File: src/rtl/bit_serializer.sv
// bit_serializer
//   Parallel-to-serial converter. Accepts WIDTH-bit words on the id side and
//   emits them one bit per accepted beat on the sd side, MSB first or LSB
//   first depending on MSB_FIRST. A one-word holding register lets the next
//   word wait behind the word being shifted, so words stream back to back
//   with no idle beat between them.
//
// Handshake rule (both sides): a transfer happens on a rising clk edge where
//   valid and ready are both 1. The producer keeps data stable while valid is
//   high and ready is low. id_ready does not depend on id_valid, and
//   sd_valid/sd/sd_first/sd_last do not depend on sd_ready.
//
// Ports:
//   clk       system clock, rising edge
//   nrst      asynchronous active-low reset
//   id        parallel input word
//   id_valid  id holds a valid word
//   id_ready  a word can be accepted this cycle (hold register empty)
//   sd        serial data bit
//   sd_valid  sd holds a valid bit
//   sd_ready  downstream consumes sd this cycle
//   sd_first  sd is the first bit of a word
//   sd_last   sd is the last bit of a word
//   busy      a word is held or being shifted
module bit_serializer #(
    parameter int WIDTH     = 8,
    parameter bit MSB_FIRST = 1'b1
) (
    input  logic             clk,
    input  logic             nrst,
    input  logic [WIDTH-1:0] id,
    input  logic             id_valid,
    output logic             id_ready,
    output logic             sd,
    output logic             sd_valid,
    input  logic             sd_ready,
    output logic             sd_first,
    output logic             sd_last,
    output logic             busy
);

    localparam int CW = $clog2(WIDTH);
    localparam logic [CW-1:0] LAST_CNT = CW'(WIDTH - 1);

    logic [WIDTH-1:0] sh;
    logic             sh_busy;
    logic [CW-1:0]    cnt;
    logic [WIDTH-1:0] hold;
    logic             hold_full;

    logic             beat;
    logic             word_end;
    logic             accept;
    logic             load_sh;
    logic             load_hold;
    logic [WIDTH-1:0] sh_shifted;
    logic             sh_out;

    assign beat     = sh_busy & sd_ready;
    assign word_end = beat & (cnt == LAST_CNT);
    assign accept   = id_valid & ~hold_full;
    // A word goes straight into the shifter when it is idle, or when the
    // current word finishes this cycle (hold is necessarily empty then,
    // otherwise accept could not be true).
    assign load_sh   = accept & (~sh_busy | word_end);
    assign load_hold = accept & ~load_sh;

    generate
        if (MSB_FIRST) begin : g_msb
            assign sh_shifted = {sh[WIDTH-2:0], 1'b0};
            assign sh_out     = sh[WIDTH-1];
        end else begin : g_lsb
            assign sh_shifted = {1'b0, sh[WIDTH-1:1]};
            assign sh_out     = sh[0];
        end
    endgenerate

    always_ff @(posedge clk or negedge nrst) begin
        if (!nrst) begin
            sh        <= '0;
            sh_busy   <= 1'b0;
            cnt       <= '0;
            hold      <= '0;
            hold_full <= 1'b0;
        end else begin
            if (word_end) begin
                cnt <= '0;
                if (hold_full) begin
                    sh        <= hold;
                    hold_full <= 1'b0;
                end else if (load_sh) begin
                    sh <= id;
                end else begin
                    // Fully shifted out, so sh ends up zero and sd idles at 0.
                    sh      <= sh_shifted;
                    sh_busy <= 1'b0;
                end
            end else if (beat) begin
                sh  <= sh_shifted;
                cnt <= cnt + 1'b1;
            end else if (load_sh) begin
                sh      <= id;
                sh_busy <= 1'b1;
                cnt     <= '0;
            end

            if (load_hold) begin
                hold      <= id;
                hold_full <= 1'b1;
            end
        end
    end

    assign sd       = sh_out;
    assign sd_valid = sh_busy;
    assign sd_first = sh_busy & (cnt == '0);
    assign sd_last  = sh_busy & (cnt == LAST_CNT);
    assign id_ready = ~hold_full;
    assign busy     = sh_busy | hold_full;

endmodule
File: config.mk
export PLATFORM = sky130hd
export DESIGN_NAME = bit_serializer
export DESIGN_NICKNAME = d
export VERILOG_FILES = /design/src/rtl/bit_serializer.sv
export SDC_FILE = /design/constraint.sdc
export NUM_CORES = 1
export LEC_CHECK = 0
export ABC_AREA = 1
export CAP_MARGIN = 30
export CORE_ASPECT_RATIO = 0.8
export CORE_MARGIN = 3
export CORE_UTILIZATION = 54
export CTS_BUF_LIST = sky130_fd_sc_hd__clkbuf_8
export DETAILED_ROUTE_END_ITERATION = 7
export HOLD_SLACK_MARGIN = 0.05
export PLACE_DENSITY = 0.84
export SYNTH_ARGS = -nofsm -noshare
export SYNTH_HDL_FRONTEND = slang
export SYNTH_SLANG_ARGS = --single-unit
File: constraint.sdc
create_clock -name clk -period 2.75 [get_ports clk]
set_input_delay 0.275 -clock clk [delete_from_list [all_inputs] [get_ports clk]]
set_output_delay 0.275 -clock clk [all_outputs]
set_load 0.1 [all_outputs]
==> results of run 1 <==
-- flip-flops by register name, indices dropped and copies added, names as in the netlist --
name       flops
sh             8
cnt            3
hold           8
sd_valid       1
hold_full      1
-- layout make-up --
class | instances | area (um2)
clock inverter | 1 | 5.00
tap | 24 | 30.0
multi-input combinational | 124 | 612
inverter | 21 | 80.1
clock buffer | 3 | 41.3
sequential | 21 | 526
fill | 165 | 553
timing repair buffer | 20 | 185
-- worst reg2reg max path, delay by kind of cell (launching register included) --
kind | cells | cell delay [ns]
and+or+nand+nor | 6 | 0.88
AOI/OAI and AO/OA | 1 | 0.14
DFF | 1 | 0.39
adders and majority gates | 2 | 0.44
-- logic make-up (layout without fill, tap and decap cells) --
| family | after synthesis | count (layout) |
|---|---|---|
| fa+ha+maj | 3 | 3 |
| flops | 21 | 21 |
| buf+inv | 26 | 45 |
| simple gates | 91 | 91 |
| compound gates | 30 | 30 |
-- through the flow --
step | utilization | cells | hold WS [ns] | area (um2)
floorplan | - | 171 | -0.0206 | 1250
global placement | 0.698 | 209 | 0.460 | 1420
detailed placement | 0.698 | 209 | 0.465 | 1420
CTS | 0.720 | 213 | 0.484 | 1460
global route | 0.728 | 214 | 0.358 | 1480
finish | 0.728 | 214 | 0.338 | 1480
-- per-layer routing --
layer  wire (um)  vias up  track usage
met1        1260      533        0.270
met5           0        -            0
met2        1370       66        0.335
met4          44        0       0.0775
li1            -      591            -
met3         229        6       0.0582
-- report_power, final --
group	switching (uW)	internal [uW]	total, uW
sequential	62.5	408	470
clock	107	101	208
combinational	345	152	497
total	514	661	1180
-- placed cells by master (no fill, tap or decap), drive strengths merged --
cell type,count
a21boi,3
a21oi,13
buf,9
clkbuf,3
clkdlybuf4s50,11
clkinv,3
dfrtp,21
ha,3
inv,19
nand2,49
nand3,20
nor2,22
o211ai,1
o21ai,12
o22ai,1
-- path summary, 6_finish.rpt --
path                          from      end
max                         cnt[0]    sh[5]
min                           nrst  hold[1]
max reg2reg                 cnt[0]    sh[5]
min reg2reg                hold[2]  hold[2]
max in group asynchronous     nrst  hold[6]
min in group clk           hold[2]  hold[2]
==> impl_metrics.ini, run 1 <==
[run_status]
status = finished, final reports clean

[yosys]
async_reset_ff_frac = 1.00
synth_compound_area_frac = 0.129
synth_edf_count = 0
synth.avg_cell_area_um2 = 7.33
yosysTopAreaCellShare = 0.419
synth-simple-area-share = 0.329
synth_fp_nets = 186
synth_mux_area_frac = 0
yosys.area_share.adder = 0.0299
synth_ff_type = dfrtp_1
yosys.area_share.xor_xnor = 0
synth_top_family_by_area = simple AND/OR/NAND/NOR gates
seq_area_frac_synth = 0.419
syn_area_um2 = 1250
yosysUniqueCellTypes = 22
synth_area_leader_cell = dfrtp_1
synthCells = 171
synth_seq_cells = 21
yosys_warnings = 0
synth_common_cells = 46 x nand2_1, 21 x dfrtp_1, 21 x nor2_1
yosysMostFrequentCell = nand2_1
ys_top_cells_by_area = dfrtp_1 42%, nand2_1 14%, nand3_1 7.6%

[clock_tree]
path_clk_slew_ns = 0.08
post_cts_buffers = 0
ctsHoldBuffers = 0
cts-root-buf = clkbuf_8
clkLatencyLatePin_ns = 0.26
cts_sinks = 21
cts_tree = done
numCtsBuffers = 3
ctsResizeCount = 0
cts.htree.levels = 1
clockBufferDepth = 2

[worst_setup_path]
end_kind = flop
path_depth = 9
crit_path_top_delay_cell = dfrtp_1
r2r_setup_slack_ns = 0.81
path_class = flop to flop
critPathLaunchType = flop
critPathBufInv = 0
worst-path-max-fanout = 15
crit_arrival_ns = 2.12
cp.required_ns = 2.94
max_stage_delay_ns = 0.39
cpLargestDelayFamily = simple AND/OR/NAND/NOR gates
path_cells = ha_1, ha_1, nand3_4, nand2_2, nand2_4, nand2_1, nand3_1, nand2_1, a21oi_1
rr_worst_depth = 9

[floorplanning]
die-area_um2 = 2940
boundaryPins = 18
initial_core_util = 0.617
die_w_um = 59.9
rows = 14
die_y_um = 49.1
coreArea_um2 = 2030

[timing]
tightest_slew_ns = 0.502
final_period_minus_worst_setup_slack_ns = 1.94
tns_ns = 0
drv_slew = 0
rsz0062_at_grt = false
setup_slack_ns = 0.815
finClkSkew_ns = 0.00546
max_freq_mhz = 517
slew_headroom = 0.664
period_share = 0.704
hold_viol = 0
finalSetupViolations = 0

[global_route]
overflow = 0
grt_first_pass_wirelength_um = 4750
antenna_found_initial = 0
grtUsageTotal = 0.211
first_global_vias = 1148
grt_max_degree = 22

[routing]
drcViolationCount = 0
drt-initial-drc-count = 92
drtPass1Iterations = 4
num_vias = 1196
avgViaCountPerCell = 5.59
wl_per_cell_um = 13.6
finalWirelength_um = 2900
ant_nets = 0

[placement]
pre_cts_slack_ns = 0.840
port_buffers = 17
dp_hpwl_um = 2070
place.gp.congestion = 0.880

[min_path]
hold_path_class = input port to async pin

[flow_run]
max_cap_viol_count = 0

[cells_and_area]
drive_above_1_share = 0.100
insertedDiodeCount = 0
num-nets-final = 206
area_delta_synth_final_pct = 18.0

[power]
total_power_uw = 1180
p_leak_uw = 0.000723
power_density_nw_per_um2 = 795
ir_worst_vdd_mv = 0.610
(Power assumes the default switching activity.)
==> inputs of run 2 (changes only) <==
==> constraint.sdc (replaced) <==
create_clock -name clk -period 1.85 [get_ports clk]
set_input_delay 0.185 -clock clk [delete_from_list [all_inputs] [get_ports clk]]
set_output_delay 0.185 -clock clk [all_outputs]
set_load 0.1 [all_outputs]
==> run 2 against run 1 <==
Net effect:
- non-clock buffer count rose by 2
- sequential share of layout area is 2.1 points lower
- first-iteration DRC count is 17% lower
==> impl_metrics.ini, run 2 (same netlist as run 1, synthesis figures left out) <==
[floorplanning]
rows = 14
coreArea_um2 = 2030
boundaryPins = 18
die_w_um = 59.9
initial_core_util = 0.617
die-area_um2 = 2940
die_y_um = 49.1

[timing]
finalSetupViolations = 0
final_period_minus_worst_setup_slack_ns = 1.74
tightest_slew_ns = 0.498
hold_viol = 0
max_freq_mhz = 575
period_share = 0.940
fin_hold_ws_ns = 0.257
drv_slew = 0
setup_slack_ns = 0.112
slew_headroom = 0.667
rsz0062_at_grt = false
finClkSkew_ns = 0.0106

[global_route]
grt_first_pass_wirelength_um = 5260
overflow = 0
grt_max_degree = 22
grtUsageTotal = 0.230
antenna_found_initial = 0
first_global_vias = 1213

[placement]
placed_area_um2 = 1500
place.gp.congestion = 0.848
port_buffers = 17
dp_hpwl_um = 2180
pre_cts_slack_ns = 0.101

[power]
power_density_nw_per_um2 = 1180
p_leak_uw = 0.000732
ir_worst_vdd_mv = 1.04

[worst_setup_path]
end_kind = flop
worst-path-max-fanout = 9
critPathLaunchType = flop
cp.required_ns = 1.99
crit_arrival_ns = 1.88
path_class = flop to flop

[cells_and_area]
reg.largest.list = hold: 8 flops, sh: 8 flops, cnt: 3 flops
num-nets-final = 208
drive_above_1_share = 0.130
area_delta_synth_final_pct = 25.5
postLayoutCellArea_um2 = 1570
layout_common_cells = 46 x nand2_1, 20 x nor2_1, 20 x dfrtp_1, 19 x inv_1, 19 x nand3_1
mostFrequentLayoutCell = nand2_1
insertedDiodeCount = 0

[clock_tree]
clockBufferDepth = 2
clkLatencyLatePin_ns = 0.27
path_clk_slew_ns = 0.09
cts.htree.levels = 1
numCtsBuffers = 3
cts-root-buf = clkbuf_8
cts_tree = done
post_cts_buffers = 0
cts_sinks = 21

[routing]
num_vias = 1221
wl_per_cell_um = 14.1
avgViaCountPerCell = 5.65
finalWirelength_um = 3040
drt-initial-drc-count = 76
ant_nets = 0
drtPass1Iterations = 6
drcViolationCount = 0

[flow_run]
max_cap_viol_count = 0

[run_status]
status = finished, final reports clean

[min_path]
hold_path_class = input port to async pin
## run 2: cell count changes in the layout (fill, tap and decap cells not counted), sizes merged
cell      change
buf           +2
clkinv        -1
clkinvlp      +1
## run 2: path summary, 6_finish.rpt
kind,startpoint,endpoint,slack (ns),cells after the start
hold / removal,nrst,hold[0],0.26,2
setup reg to reg,cnt[1],sh[6],0.11,8
hold reg to reg,hold[7],hold[7],0.48,2
min in group clk,hold[7],hold[7],0.48,2
setup / recovery,cnt[1],sh[6],0.11,8
max in group asynchronous,nrst,sd_valid,1.36,2
## run 2: power breakdown
part           switching, uW  internal [uW]
logic                    541            295
clock network            158            150
registers                105            607
## run 2: worst max-delay path, stage by stage (launching register included)
cell and delay [ns]:
dfrtp_1 0.36, ha_1 0.15, ha_2 0.23, nand3_4 0.17, nand2_8 0.14, buf_4 0.17, nand3_1 0.09, a21boi_0 0.20
a21oi_1 0.09
## run 2: repair_timing
item / in CTS / in global routing
setup endpoints to repair: 0 / 8
resized for setup: 0 / 5
hold buffers: 0 / 0
## run 2: area by class of cell
cell class              instances  area [um2]
fillers                       154         458
well taps                      24        30.0
inverters                      21        83.8
clock buffers                   3        41.3
clock inverters                 1        5.00
flip-flops and latches         21         527
repair buffers                 22         243
multi-input cells             124         644
## run 2: metal layers
layer / track usage / vias up / part of all wire
met3: 0.0503 / 11 / 0.057
li1: - / 595 / -
met1: 0.282 / 565 / 0.42
met5: 0 / - / 0
met2: 0.388 / 50 / 0.50
met4: 0.0812 / 0 / 0.021
## run 2: per-stage QoR
stage | utilization | total power, uW | std cells | setup TNS [ns]
after floorplan | - | 1270 | 171 | -0.142
after global placement | 0.738 | 1500 | 212 | 0
after detailed placement | 0.738 | 1530 | 212 | 0
after CTS | 0.760 | 1840 | 216 | 0
after global routing | 0.775 | 1990 | 216 | 0
final | 0.775 | 1860 | 216 | 0
==> inputs of run 3 (changes only) <==
--- a/config.mk
+++ b/config.mk
@@ -14,6 +14,7 @@
 export DETAILED_ROUTE_END_ITERATION = 7
 export HOLD_SLACK_MARGIN = 0.05
 export PLACE_DENSITY = 0.84
+export RECOVER_POWER = 50
 export SYNTH_ARGS = -nofsm -noshare
 export SYNTH_HDL_FRONTEND = slang
 export SYNTH_SLANG_ARGS = --single-unit
==> run 3 against run 2 <==
Net effect:
- global-route usage stayed put
- wire length is 0.13% higher
- clock skew is 0.00061 ns lower
- final cell count stayed put
- die area stayed put
- register-to-register slack hardly changed
- setup slack better by 0.00077 ns
- critical path depth stayed put
==> impl_metrics.ini, run 3 (same netlist as run 1, synthesis figures left out) <==
[floorplanning]
initial_core_util = 0.617
boundaryPins = 18
rows = 14
die_y_um = 49.1
die_w_um = 59.9
die-area_um2 = 2940
coreArea_um2 = 2030

[worst_setup_path]
critPathLaunchType = flop
end_kind = flop
cp.required_ns = 1.99
reg2reg_to = sh[6]
crit_arrival_ns = 1.88
r2r_setup_slack_ns = 0.11
path_cells = ha_1, ha_2, nand3_4, nand2_8, buf_4, nand3_1, a21boi_0, a21oi_1
rr_worst_depth = 8
r2r-start = cnt[1]
cpLargestDelayFamily = simple AND/OR/NAND/NOR gates
crit_path_top_delay_cell = dfrtp_1
worst-path-max-fanout = 9
critPathBufInv = 1
path_class = flop to flop
max_stage_delay_ns = 0.36
worstSetupStartpoint = cnt[1]

[timing]
final_period_minus_worst_setup_slack_ns = 1.74
fin_hold_ws_ns = 0.482
max_freq_mhz = 576
tightest_slew_ns = 1.14
period_share = 0.939
slew_headroom = 0.240
hold_viol = 0
drv_slew = 0
rsz0062_at_grt = false
finalSetupViolations = 0
finClkSkew_ns = 0.00997

[global_route]
grtUsageTotal = 0.230
grt_first_pass_wirelength_um = 5260
overflow = 0
antenna_found_initial = 0
grt_max_degree = 22
first_global_vias = 1213

[routing]
finalWirelength_um = 3040
wl_per_cell_um = 14.1
drcViolationCount = 0
num_vias = 1225
drtPass1Iterations = 4
drt-initial-drc-count = 76
ant_nets = 0
avgViaCountPerCell = 5.67

[cells_and_area]
utilization = 0.770
area_delta_synth_final_pct = 24.9
mostFrequentLayoutCell = nand2_1
drive_above_1_share = 0.125
reg.largest.list = hold: 8 flops, sh: 8 flops, cnt: 3 flops
num-nets-final = 208
layout_common_cells = 46 x nand2_1, 20 x nor2_1, 20 x dfrtp_1, 19 x inv_1, 19 x nand3_1
insertedDiodeCount = 0

[placement]
port_buffers = 17
place.gp.congestion = 0.848
dp_hpwl_um = 2180

[clock_tree]
cts.htree.levels = 1
cts_tree = done
cts_sinks = 21
path_clk_slew_ns = 0.09
clkLatencyLatePin_ns = 0.27
post_cts_buffers = 0
clockBufferDepth = 2
cts-root-buf = clkbuf_8
numCtsBuffers = 3

[power]
ir_worst_vdd_mv = 1.03
power_density_nw_per_um2 = 1180
p_leak_uw = 0.000727

[min_path]
worst_hold_path.endpoint = hold[7]
holdPathStages = 2
hold_path_class = flop to flop
worstHoldStart = hold[7]

[run_status]
status = finished, final reports clean

[flow_run]
max_cap_viol_count = 0
run 3: cell count changes in the layout (fill, tap and decap cells not counted):
cell	before	now
clkbuf_1	0	1
buf_4	7	4
clkbuf_2	0	2
dlygate4sd3_1	0	1
clkdlybuf4s50_1	11	10
run 3: worst reg2reg max path: stages, from the launching register on:
cell	delay (ns)
dfrtp_1	0.36
ha_1	0.15
ha_2	0.23
nand3_4	0.17
nand2_8	0.14
buf_4	0.17
nand3_1	0.10
a21boi_0	0.20
a21oi_1	0.09
run 3: final cells by class:
cell class	instances	area, um2
multi-input combinational	124	644
sequential	21	527
fill	157	467
timing repair buffer	22	234
inverter	21	83.8
clock buffer	3	41.3
tap	24	30.0
clock inverter	1	5.00
run 3: worst max-delay path by stage:
stage / slack, ns / cells past startpoint / endpoint
floorplan: -0.14 / 3 / busy
global placement: 0.17 / 9 / sh[1]
detailed placement: 0.10 / 9 / sh[1]
CTS: 0.04 / 9 / sh[1]
global route: 0.02 / 8 / sh[4]
finish: 0.11 / 8 / sh[6]
run 3: what timing repair did:
| action | 4_1_cts | 5_1_grt |
|---|---|---|
| gates resized for setup | 0 | 5 |
| hold buffers | 0 | 0 |
| setup endpoints to repair | 0 | 8 |
run 3: per-stage QoR:
step / setup WS, ns / area, um2 / cells / TNS [ns] / power (uW)
detailed placement: 0.101 / 1500 / 212 / 0 / 1530
global route: 0.0157 / 1570 / 216 / 0 / 1980
floorplan: -0.142 / 1260 / 171 / -0.142 / 1270
CTS: 0.0385 / 1550 / 216 / 0 / 1840
finish: 0.113 / 1570 / 216 / 0 / 1850
global placement: 0.171 / 1500 / 212 / 0 / 1500
run 3: report_power, final:
group / total [uW] / internal, uW / switching (uW)
Clock: 308 / 150 / 157
Sequential: 711 / 607 / 105
Combinational: 832 / 291 / 541
Total: 1850 / 1050 / 803
run 3: metal layers:
metal  share of wire  vias to the layer above  track usage
li1                -                      596            -
met1            0.42                      568        0.282
met2            0.50                       50        0.388
met3           0.057                       11       0.0503
met4           0.021                        0       0.0812
met5               0                        -            0
